--- config.mk ---
export PLATFORM = sky130hd
export DESIGN_NAME = booth_mul_scheduler
export DESIGN_NICKNAME = d
export VERILOG_FILES = /design/src/rtl/booth_sched_pkg.sv /design/src/rtl/booth_step.sv /design/src/rtl/booth_mul_scheduler.sv
export SDC_FILE = /design/constraint.sdc
export NUM_CORES = 1
export LEC_CHECK = 0
export CORE_MARGIN = 2
export CORE_UTILIZATION = 34
export CTS_CLUSTER_SIZE = 24
export DETAILED_ROUTE_END_ITERATION = 10
export GPL_TIMING_DRIVEN = 0
export HOLD_SLACK_MARGIN = 0.12
export PLACE_DENSITY = 0.66
export SYNTH_ARGS = -nofsm -noshare
export SYNTH_HDL_FRONTEND = slang
export SYNTH_SLANG_ARGS = --single-unit
--- constraint.sdc ---
create_clock -name clk -period 7.4 [get_ports clk]
set_clock_uncertainty 0.1 [all_clocks]
set_input_delay 1.48 -clock clk [delete_from_list [all_inputs] [get_ports clk]]
set_output_delay 1.48 -clock clk [all_outputs]
set_load 0.03 [all_outputs]
--- src/rtl/booth_sched_pkg.sv ---
// Shared types and default sizing for the Booth multiplier scheduler.
// Optional flush port is enabled by defining BOOTH_SCHED_FLUSH_EN.
package booth_sched_pkg;

   localparam int DEF_DATA_WIDTH = 8;
   localparam int DEF_NUM_REQ    = 2;

   typedef enum logic [1:0] {
      IDLE = 2'd0,
      RUN  = 2'd1,
      DONE = 2'd2
   } state_t;

endpackage

--- src/rtl/booth_step.sv ---
// One radix-2 Booth iteration: add/sub of m then arithmetic shift of {A,Q,q-1}.
// Purely combinational.
module booth_step
   import booth_sched_pkg::*;
#(
   parameter int DATA_WIDTH = DEF_DATA_WIDTH
) (
   input  logic [DATA_WIDTH:0]   a,
   input  logic [DATA_WIDTH-1:0] q,
   input  logic                  q_minus_one,
   input  logic [DATA_WIDTH-1:0] m,
   output logic [DATA_WIDTH:0]   a_next,
   output logic [DATA_WIDTH-1:0] q_next,
   output logic                  q_minus_one_next
);

   logic [DATA_WIDTH:0] m_ext;
   logic [DATA_WIDTH:0] sum;

   // Extra A bit keeps A - m exact when m is the most-negative value
   assign m_ext = {m[DATA_WIDTH-1], m};

   always_comb begin
      sum = a;
      case ({q[0], q_minus_one})
         2'b10:   sum = a - m_ext;
         2'b01:   sum = a + m_ext;
         default: sum = a;
      endcase
   end

   assign a_next           = {sum[DATA_WIDTH], sum[DATA_WIDTH:1]};
   assign q_next           = {sum[0], q[DATA_WIDTH-1:1]};
   assign q_minus_one_next = q[0];

endmodule

--- src/rtl/booth_mul_scheduler.sv ---
// Round-robin shared sequential Booth multiplier (IDLE/RUN/DONE).
// Define BOOTH_SCHED_FLUSH_EN to add the flush input.
module booth_mul_scheduler
   import booth_sched_pkg::*;
#(
   parameter int DATA_WIDTH = DEF_DATA_WIDTH,
   parameter int NUM_REQ    = DEF_NUM_REQ,
   localparam int ID_W      = (NUM_REQ > 1) ? $clog2(NUM_REQ) : 1
) (
   input  logic                                 clk,
   input  logic                                 rst_n,
   input  logic [NUM_REQ-1:0]                   req_valid,
   output logic [NUM_REQ-1:0]                   req_ready,
   input  logic [NUM_REQ-1:0][DATA_WIDTH-1:0]   req_m,
   input  logic [NUM_REQ-1:0][DATA_WIDTH-1:0]   req_q,
`ifdef BOOTH_SCHED_FLUSH_EN
   input  logic                                 flush,
`endif
   output logic                                 rsp_valid,
   input  logic                                 rsp_ready,
   output logic [ID_W-1:0]                      rsp_id,
   output logic [2*DATA_WIDTH-1:0]              rsp_result,
   output logic                                 busy
);

   localparam int CNT_W = $clog2(DATA_WIDTH + 1);

   state_t                state;
   state_t                state_next;
   logic [DATA_WIDTH:0]   acc;
   logic [DATA_WIDTH:0]   acc_step;
   logic [DATA_WIDTH-1:0] mq;
   logic [DATA_WIDTH-1:0] mq_step;
   logic [DATA_WIDTH-1:0] mcand;
   logic                  qm1;
   logic                  qm1_step;
   logic [CNT_W-1:0]      step_cnt;
   logic [ID_W-1:0]       rr_ptr;
   logic [ID_W-1:0]       owner;
   logic [ID_W-1:0]       grant_id;
   logic                  grant_any;
   logic [NUM_REQ-1:0]    grant_vec;
   logic                  last_step;
   logic                  flush_c;

`ifdef BOOTH_SCHED_FLUSH_EN
   assign flush_c = flush;
`else
   assign flush_c = 1'b0;
`endif

   assign last_step = (step_cnt == CNT_W'(DATA_WIDTH - 1));

   always_comb begin : grant_search
      logic [ID_W:0] idx;
      idx       = '0;
      grant_id  = '0;
      grant_any = 1'b0;
      grant_vec = '0;
      for (int i = 0; i < NUM_REQ; i++) begin
         idx = {1'b0, rr_ptr} + (ID_W+1)'(i);
         if (idx >= (ID_W+1)'(NUM_REQ)) begin
            idx = idx - (ID_W+1)'(NUM_REQ);
         end
         if (!grant_any && req_valid[idx[ID_W-1:0]]) begin
            grant_any = 1'b1;
            grant_id  = idx[ID_W-1:0];
         end
      end
      // Reset is folded in so req_ready reads 0 while rst_n is low
      if (state != IDLE || flush_c || !rst_n) begin
         grant_any = 1'b0;
      end
      if (grant_any) begin
         grant_vec[grant_id] = 1'b1;
      end
   end

   booth_step #(
      .DATA_WIDTH (DATA_WIDTH)
   ) u_step (
      .a                (acc),
      .q                (mq),
      .q_minus_one      (qm1),
      .m                (mcand),
      .a_next           (acc_step),
      .q_next           (mq_step),
      .q_minus_one_next (qm1_step)
   );

   always_ff @(posedge clk or negedge rst_n) begin
      if (!rst_n) begin
         state <= IDLE;
      end else begin
         state <= state_next;
      end
   end

   always_comb begin
      state_next = state;
      case (state)
         IDLE:    if (grant_any) state_next = RUN;
         RUN:     if (last_step) state_next = DONE;
         DONE:    if (rsp_ready) state_next = IDLE;
         default: state_next = IDLE;
      endcase
      if (flush_c) begin
         state_next = IDLE;
      end
   end

   always_comb begin
      req_ready  = grant_vec;
      busy       = (state != IDLE);
      rsp_valid  = 1'b0;
      rsp_id     = '0;
      rsp_result = '0;
      if (state == DONE) begin
         rsp_valid  = 1'b1;
         rsp_id     = owner;
         rsp_result = {acc[DATA_WIDTH-1:0], mq};
      end
   end

   always_ff @(posedge clk or negedge rst_n) begin
      if (!rst_n) begin
         acc      <= '0;
         mq       <= '0;
         mcand    <= '0;
         qm1      <= 1'b0;
         step_cnt <= '0;
         rr_ptr   <= '0;
         owner    <= '0;
      end else if (grant_any) begin
         acc      <= '0;
         mq       <= req_q[grant_id];
         mcand    <= req_m[grant_id];
         qm1      <= 1'b0;
         step_cnt <= '0;
         owner    <= grant_id;
         rr_ptr   <= (grant_id == ID_W'(NUM_REQ - 1)) ? '0 : grant_id + ID_W'(1);
      end else if (state == RUN) begin
         acc      <= acc_step;
         mq       <= mq_step;
         qm1      <= qm1_step;
         step_cnt <= step_cnt + CNT_W'(1);
      end
   end

endmodule

Word-level counts from Yosys, hierarchy flattened

Cells that the tools add are included.

Output and inout bits: 21
Logic and storage cells: 73
Bits in registers: 34

Reduce and logical (&&, ||, !) cells: 9
Mux-type cells: 35
Equal/unequal tests: 8
Add/sub/neg operators: 7
$lt $le $gt $ge: 6

Operators by type and width:

| operator              | number |
|---|---|
| $mux W8               | 6 |
| $mux W9               | 2 |
| $pmux W9 S2           | 1 |
| $mux W1               | 17 |
| $mux W16              | 1 |
| $add A9 B9 Y9         | 1 |
| $sub A9 B9 Y9         | 1 |
| $mux W2               | 4 |
| $mux W4               | 2 |
| $lt A1 B2 Y1 const B  | 3 |
| $ne A2 B2 Y1 const B  | 3 |
| $pmux W2 S3           | 1 |
| $add A4 B1 Y4 const B | 1 |
| $eq A2 B1 Y1 const B  | 2 |
| $eq A2 B2 Y1 const B  | 2 |
| $eq A4 B3 Y1 const B  | 1 |
| $reduce_bool A2 Y1    | 2 |
| $reduce_and A3 Y1     | 1 |
| $add A1 B1 Y2 const B | 1 |
| $ge A1 B2 Y1 const B  | 1 |
| $ge A2 B2 Y1 const B  | 1 |
| $logic_and A1 B1 Y1   | 2 |
| $logic_not A1 Y1      | 2 |
| $logic_not A2 Y1      | 1 |
| 5 further kinds       | 6 |

Depth between registers and ports, before layout

Gate-level depths: netlist of the first run.

Word-level depth: 13
Mapped depth: 12

Cells and area by module

Synthesis of the first run repeated with hierarchy kept, for this count alone.

Cell total of the unflattened synthesis: 295
Area total of the unflattened synthesis: 2562.5 um^2

By module, submodules not included:

| module              | area an instance (um^2) | sequential area each (um^2) | cells an instance | times used |
|---|---|---|---|---|
| booth_mul_scheduler | 1770.4                  | 850.8                       | 184               | 1 |
| booth_step          | 792.0                   | 0.0                         | 111               | 1 |

Least setup slack after synthesis of the first run

Ideal clock, no wire load.

Path kind: input-to-output
From: input port rst_n
To: output port req_ready[1]
Buffers on the path: 2
Stages on the path: 5
Arrival: 2.118 ns
Data required time: 5.820 ns
Path slack: 3.702 ns
Cells stage by stage: clkinv_1 -> nor2_4 -> and3_1 -> buf_4 -> buf_6

Longest elaborated chain between the ends: 4

RTL lines:

| element                           | line                      | RTL |
|---|---|---|
| start: declaration                | booth_mul_scheduler.sv:11 | `input logic rst_n,` |
| $logic_not A1 Y1 (no source line) | --                        |  |
| $logic_or A1 B1 Y1                | booth_mul_scheduler.sv:71 | `if (state != IDLE \|\| flush_c \|\| !rst_n) begin` |
| $mux W1                           | booth_mul_scheduler.sv:71 |  |
| $mux W2                           | booth_mul_scheduler.sv:74 | `if (grant_any) begin` |
| end: declaration                  | booth_mul_scheduler.sv:13 | `output logic [NUM_REQ-1:0] req_ready,` |

No other way between the ends.

Final worst setup path of the first run

Same ends and word-level chain as after synthesis.

==> results of run 1 <==
stage by stage:
stage | cells | hold slack [ns] | cell area, um^2
6_report | 387 | 0.378 | 2970
5_1_grt | 387 | 0.392 | 2970
4_1_cts | 387 | 0.377 | 2970
3_5_place_dp | 380 | 0.361 | 2880
3_3_place_gp | 380 | 0.352 | 2880
2_1_floorplan | 246 | 0.341 | 2220
worst register-to-register path: stages, from the launching register on:
cell	delay (ns)
sky130_fd_sc_hd__dfrtp_1	0.43
sky130_fd_sc_hd__or4_1	0.59
sky130_fd_sc_hd__o41ai_2	0.27
sky130_fd_sc_hd__xnor2_1	0.16
sky130_fd_sc_hd__ha_1	0.29
sky130_fd_sc_hd__a21oi_1	0.19
sky130_fd_sc_hd__o21ai_0	0.14
sky130_fd_sc_hd__a21bo_1	0.22
sky130_fd_sc_hd__a211o_1	0.29
sky130_fd_sc_hd__nand3_1	0.07
worst paths after layout:
check	depth (start not counted)	startpoint	endpoint	slack (ns)
max reg2reg	9	mcand[3]	acc[7]	4.57
min reg2reg	1	owner	owner	0.38
min in group asynchronous	1	rst_n	acc[3]	1.17
max in group asynchronous	1	rst_n	mcand[6]	5.54
min	1	owner	owner	0.38
max	7	rst_n	req_ready[1]	2.13
flip-flops by register name (all words and copies together) (netlist names):
signal    cells
owner         1
state         2
qm1           1
mq            8
step_cnt      4
rr_ptr        1
mcand         8
acc           8
cell families (layout without fill, tap and decap cells):
kind of cell	count (synthesis)	in the layout
AND/OR/NAND/NOR	84	84
AO/OA/AOI/OAI	70	70
flip-flops	33	33
buffers and inverters	28	92
XOR/XNOR	15	15
adder cells (fa/ha/maj)	12	12
multiplexers	4	4
layout make-up:
class	count	area share, %
multi-input cells	185	42.2
plain buffers	13	2.78
clock buffers	7	2.91
well taps	77	3.25
flip-flops and latches	33	27.8
inverters	15	1.90
repair buffers	57	19.1
power groups by stage:
| stage | Combinational (mW) | Clock [mW] | Sequential [mW] |
|---|---|---|---|
| 2_1_floorplan | 0.700 | 0 | 0.335 |
| 3_3_place_gp | 0.854 | 0 | 0.358 |
| 3_5_place_dp | 0.869 | 0 | 0.360 |
| 4_1_cts | 0.874 | 0.143 | 0.358 |
| 5_1_grt | 0.998 | 0.151 | 0.374 |
| 6_report | 0.871 | 0.137 | 0.358 |
metal layers:
metal | wire length, um | vias up | global-route usage (%)
met2 | 2470 | 55 | 25.7
met3 | 312 | 2 | 4.13
li1 | - | 1005 | -
met1 | 2750 | 919 | 23.1
met4 | 23 | 0 | 3.03
met5 | 0 | - | 0
layout by cell type, fill, tap and decap left out, types with 4 or more instances in the layout:
cell,Yosys,layout
sky130_fd_sc_hd__a222oi_1,10,10
sky130_fd_sc_hd__ha_1,11,11
sky130_fd_sc_hd__a22o_1,4,4
sky130_fd_sc_hd__clkbuf_1,6,7
sky130_fd_sc_hd__nor2_1,23,23
sky130_fd_sc_hd__dfrtp_1,33,33
sky130_fd_sc_hd__a21o_1,5,5
sky130_fd_sc_hd__inv_1,14,14
sky130_fd_sc_hd__o21ai_0,15,15
sky130_fd_sc_hd__clkbuf_8,0,6
sky130_fd_sc_hd__xor2_1,10,10
sky130_fd_sc_hd__nand2_1,23,23
sky130_fd_sc_hd__o21ai_1,7,7
sky130_fd_sc_hd__a31oi_1,7,7
sky130_fd_sc_hd__xnor2_1,5,5
sky130_fd_sc_hd__clkdlybuf4s50_1,0,56
sky130_fd_sc_hd__buf_2,3,4
sky130_fd_sc_hd__a21oi_1,8,8
sky130_fd_sc_hd__and2_1,17,17
==> results.toml, run 1 <==
[run_status]
outcome = "completed"

[route]
average_wire_per_standard_cell_um = 14.4
detail-route-antenna-nets = 0
vias = 1981
drt_iter0_markers = 87
detail_route.vias_per_cell = 5.12
finalWirelength_mm = 5.56
drc_violations = 0
drt_first_pass_iters = 5

[finish]
seqCellArea_um2 = 826
filler_cell_count = 647
final_util_pct = 47.0
antenna-diode-count = 0
multi_input_comb_area_um2 = 1250
area_growth_pct = 33.7
post_route_cells_drive_above_1_share_pct = 6.77
fin_nets = 359

[logic_synthesis]
largest_family_of_logic_cells_by_synthesized_area = "compound AO/OA/AOI/OAI gates"
synthMostInstantiatedCell = "sky130_fd_sc_hd__dfrtp_1"
post_synth_and_or_nand_nor_area_fraction_pct = 19.4
ys_types = 48
synth_top_cell_area_share_pct = 37.2
netlist_top_cells_area = "sky130_fd_sc_hd__dfrtp_1, sky130_fd_sc_hd__ha_1, sky130_fd_sc_hd__and2_1, sky130_fd_sc_hd__a222oi_1, sky130_fd_sc_hd__xor2_1"
synth.yosys.warnings = 0
share_of_flip_flops_with_an_asynchronous_set_or_reset_after_synthesis_pct = 100
synth.net_count = 295
fraction_of_the_mapped_netlist_area_in_compound_gates_pct = 22.2
postSynthAreaPerCell_um2 = 9.01
mappedNetlistArea_um2 = 2220
number_of_instances_in_the_synthesized_netlist = 246
number_of_enable_type_register_cells_in_the_synthesized_netlist = 0
synthFlopType = "sky130_fd_sc_hd__dfrtp_1"
synth_xor_area_share_pct = 5.93
yosys.area.top_type = "sky130_fd_sc_hd__dfrtp_1"
yosys.area_share.adder_pct = 7.11
synthMuxAreaShare_pct = 1.86
synth_commonest_cells = "sky130_fd_sc_hd__dfrtp_1, sky130_fd_sc_hd__nand2_1, sky130_fd_sc_hd__nor2_1"
ys_ff_latch = 33
synth.yosys.seq_area_share_pct = 37.2

[worst_setup_path]
critical_path.n_buffers_inverters = 5
worst-path-max-fanout = 35
timing.critical_path.cells = "buf_2, clkinv_1, nor2_4, and3_1, buf_4, buf_6, clkdlybuf4s50_1"
worst_path_max_stage_delay_ns = 0.68
critical-path-top-delay-family = "buffers and inverters"
critPathLaunchType = "input port"
critPathCaptureType = "output port"
crit_required_ns = 5.82
worst_setup_path_type = "input port to output port"
crit_slowest_cell = "sky130_fd_sc_hd__clkdlybuf4s50_1"
critical_path_arrival_ns = 3.69

[pwr]
fin_total_pwr_mw = 1.37
switching_part_of_the_total_pct = 45.0
p_sw_mw = 0.615
leakage_nw = 1.32
power.internal_mw = 0.751
vdd_drop_max_mv = 0.166
p_comb_share_pct = 63.8
power_density_nw_per_um2 = 461
sequentialPowerShare_pct = 26.2
power_frac_clock_pct = 10.0

[die]
ioPinCount = 58
fp.dieW_um = 84.8
placeableCoreArea_um2 = 6310
rows = 29
die_span_in_y_um = 84.8
fp.dieArea_um2 = 7180
initial_cell_density_of_the_core_pct = 35.1

[grt]
grt_start_max_net_pins = 36
antenna_found_initial = 0
total_congestion_overflow = 0
aggregate_global_route_resource_usage_pct = 16.4
grt_pass1_wl_mm = 9.52
first_global_vias = 1987

[clock_tree]
cts_setup_buffers = 0
cts_root_buf = "sky130_fd_sc_hd__clkbuf_8"
cts_num_sinks = 33
holdBufCountCts = 0
cts_inserted_buffers = 5
cts_htree_levels = 2
clock_tree.buffer_depth = 2
cts.repair.resized = 0
worstSkewPairLatency_ns = 0.28
tritoncts = "built"
clk_pin_slew_ns = 0.07

[sta]
period_share_pct = 71.2
worst_slew_pin_tran_ns = 0.777
finalWorstPathRequiredPeriod_ns = 5.27
timing.setup.tns_ns = 0
max_clock_freq_mhz = 190
relSlewSlack_pct = 48.2
setup_viol_count_final = 0
fin_ws_ns = 2.13
timing.final.hold_violations = 0
grt_setup_unrepaired = "no"
final_max_tran_viols = 0

[placement]
post-dp-hpwl_mm = 4.12
dpl_worst_slack_ns = 2.07
gp_routability_congestion = 0.846
portBuffers = 57

[flow_run]
timing.max_cap.violations = 0

[worst_hold_path]
worst_hold_path_type = "flop to flop"
No activity file was read; power rests on OpenSTA's default activity.
==> run 2: changes to the inputs <==
--- a/config.mk
+++ b/config.mk
@@ -11,7 +11,7 @@
 export DETAILED_ROUTE_END_ITERATION = 10
 export GPL_TIMING_DRIVEN = 0
 export HOLD_SLACK_MARGIN = 0.12
-export PLACE_DENSITY = 0.66
+export PLACE_DENSITY = 0.69
 export SYNTH_ARGS = -nofsm -noshare
 export SYNTH_HDL_FRONTEND = slang
 export SYNTH_SLANG_ARGS = --single-unit
==> constraint.sdc (replaced) <==
create_clock -name clk -period 4.3 [get_ports clk]
set_clock_uncertainty 0.1 [all_clocks]
set_input_delay 0.86 -clock clk [delete_from_list [all_inputs] [get_ports clk]]
set_output_delay 0.86 -clock clk [all_outputs]
set_load 0.03 [all_outputs]
==> run 2 against run 1 <==
- utilization fell by 0.20 points
- via count grew 3.8%
- register-to-register slack got worse by 3.2 ns
- routed wire length up 2.1%
- sequential share of layout area increased by 0.12 points
- non-clock buffer count stayed put
- sequential power up 73%
- largest cell class unchanged
==> results.toml, run 2 (synthesis results as in run 1) <==
[clock_tree]
cts_num_sinks = 33
cts_inserted_buffers = 5
clock_tree.buffer_depth = 2
cts_root_buf = "sky130_fd_sc_hd__clkbuf_8"
cts.repair.resized = 0
holdBufCountCts = 0
cts_setup_buffers = 0
cts_htree_levels = 2
worstSkewPairLatency_ns = 0.29
tritoncts = "built"
clk_pin_slew_ns = 0.07

[grt]
grt_start_max_net_pins = 36
grt_pass1_wl_mm = 9.57
aggregate_global_route_resource_usage_pct = 16.8
antenna_found_initial = 0
first_global_vias = 2041
total_congestion_overflow = 0

[finish]
area_growth_pct = 33.2
layout.cells.most_common_list = "sky130_fd_sc_hd__clkdlybuf4s50_1, sky130_fd_sc_hd__dfrtp_1, sky130_fd_sc_hd__nor2_1, sky130_fd_sc_hd__nand2_1, sky130_fd_sc_hd__and2_1"
antenna-diode-count = 0
fin_nets = 359
post_route_cells_drive_above_1_share_pct = 6.80
final_util_pct = 46.8
largestRegisters = "acc: 8 flops, mcand: 8 flops, mq: 8 flops"
layout.cell_area.non_filler_um2 = 2950
most_common_library_cell_in_the_layout_ignoring_fill_and_taps = "sky130_fd_sc_hd__clkdlybuf4s50_1"

[placement]
gp_routability_congestion = 0.863
portBuffers = 57
placed_area_um2 = 2880
post-dp-hpwl_mm = 4.24

[worst_setup_path]
source_of_the_worst_register_to_register_timing_path = "mcand[3]"
worst-path-max-fanout = 35
crit_required_ns = 3.34
critPathCaptureType = "output port"
critical_path_arrival_ns = 3.07
worst-r2r-cell-count = 9
worst_setup_path_type = "input port to output port"
critPathLaunchType = "input port"
r2r_end = "acc[7]"
r2r_setup_slack_ns = 1.39

[pwr]
power_density_nw_per_um2 = 798
vdd_drop_max_mv = 0.309
leakage_nw = 1.32
fin_total_pwr_mw = 2.36

[worst_hold_path]
worst_hold_path_type = "flop to flop"
holdPathEnd = "owner"
hold-path-cell-count = 1
worstHoldStart = "owner"

[route]
vias = 2056
drc_violations = 0
drt_iter0_markers = 174
drt_first_pass_iters = 7
detail-route-antenna-nets = 0
average_wire_per_standard_cell_um = 14.7
finalWirelength_mm = 5.67
detail_route.vias_per_cell = 5.33

[die]
fp.dieArea_um2 = 7180
initial_cell_density_of_the_core_pct = 35.1
placeableCoreArea_um2 = 6310
rows = 29
die_span_in_y_um = 84.8
ioPinCount = 58
fp.dieW_um = 84.8

[sta]
max_clock_freq_mhz = 248
finalWorstPathRequiredPeriod_ns = 4.03
setup_viol_count_final = 0
grt_setup_unrepaired = "no"
final_max_tran_viols = 0
period_share_pct = 93.8
timing.final.hold_violations = 0
worst_slew_pin_tran_ns = 0.779
relSlewSlack_pct = 48.1

[run_status]
outcome = "completed"

[flow_run]
timing.max_cap.violations = 0
[run 2: changes by cell type in the layout (fill, tap and decap cells not counted)]
| cell | previous run | this run |
|---|---|---|
| sky130_fd_sc_hd__clkinv_2 | 0 | 1 |
| sky130_fd_sc_hd__clkbuf_1 | 7 | 6 |
| sky130_fd_sc_hd__clkbuf_8 | 6 | 5 |
[run 2: worst max-delay path by stage]
stage / from / endpoint / cells past startpoint
2_1_floorplan: mcand[3] / acc[7] / 9
3_3_place_gp: rst_n / req_ready[1] / 7
3_5_place_dp: rst_n / req_ready[1] / 7
4_1_cts: rst_n / req_ready[1] / 7
5_1_grt: rst_n / req_ready[1] / 7
6_report: rst_n / req_ready[1] / 7
[run 2: final cells by class]
| cell class | count | area, um^2 |
|---|---|---|
| buffer | 13 | 82.6 |
| clock buffer | 5 | 68.8 |
| clock inverter | 1 | 5.00 |
| fill | 634 | 3360 |
| inverter | 15 | 56.3 |
| multi-input combinational | 185 | 1250 |
| sequential | 33 | 826 |
| tap | 77 | 96.3 |
| timing repair buffer | 57 | 566 |
[run 2: metrics by stage]
stage / hold WS, ns / TNS (ns) / cells / worst slack, ns
global placement: 0.352 / -1.75 / 380 / -0.885
detailed placement: 0.362 / 0 / 380 / 0.191
global route: 0.388 / 0 / 386 / 0.00969
floorplan: 0.341 / 0 / 246 / 1.70
finish: 0.379 / 0 / 386 / 0.267
CTS: 0.377 / 0 / 386 / 0.182
[run 2: layer usage]
layer / vias up / global-route usage, % / share of wire [%]
li1: 1000 / - / -
met1: 976 / 22.6 / 48
met2: 73 / 25.6 / 44
met3: 7 / 3.93 / 5.5
met4: 0 / 7.65 / 2.3
met5: - / 0 / 0
[run 2: where the power goes]
| group | switching (mW) | internal, mW | total, mW | leakage (nW) |
|---|---|---|---|---|
| clock | 0.114 | 0.106 | 0.220 | 0.0399 |
| combinational | 0.814 | 0.699 | 1.51 | 0.872 |
| sequential | 0.154 | 0.467 | 0.621 | 0.404 |
| total | 1.08 | 1.27 | 2.36 | 1.32 |
[run 2: critical path, cell delays in order]
cell and delay [ns]:
sky130_fd_sc_hd__buf_2 0.59, sky130_fd_sc_hd__clkinv_1 0.25, sky130_fd_sc_hd__nor2_4 0.18, sky130_fd_sc_hd__and3_1 0.17, sky130_fd_sc_hd__buf_4 0.17, sky130_fd_sc_hd__buf_6 0.15
sky130_fd_sc_hd__clkdlybuf4s50_1 0.67
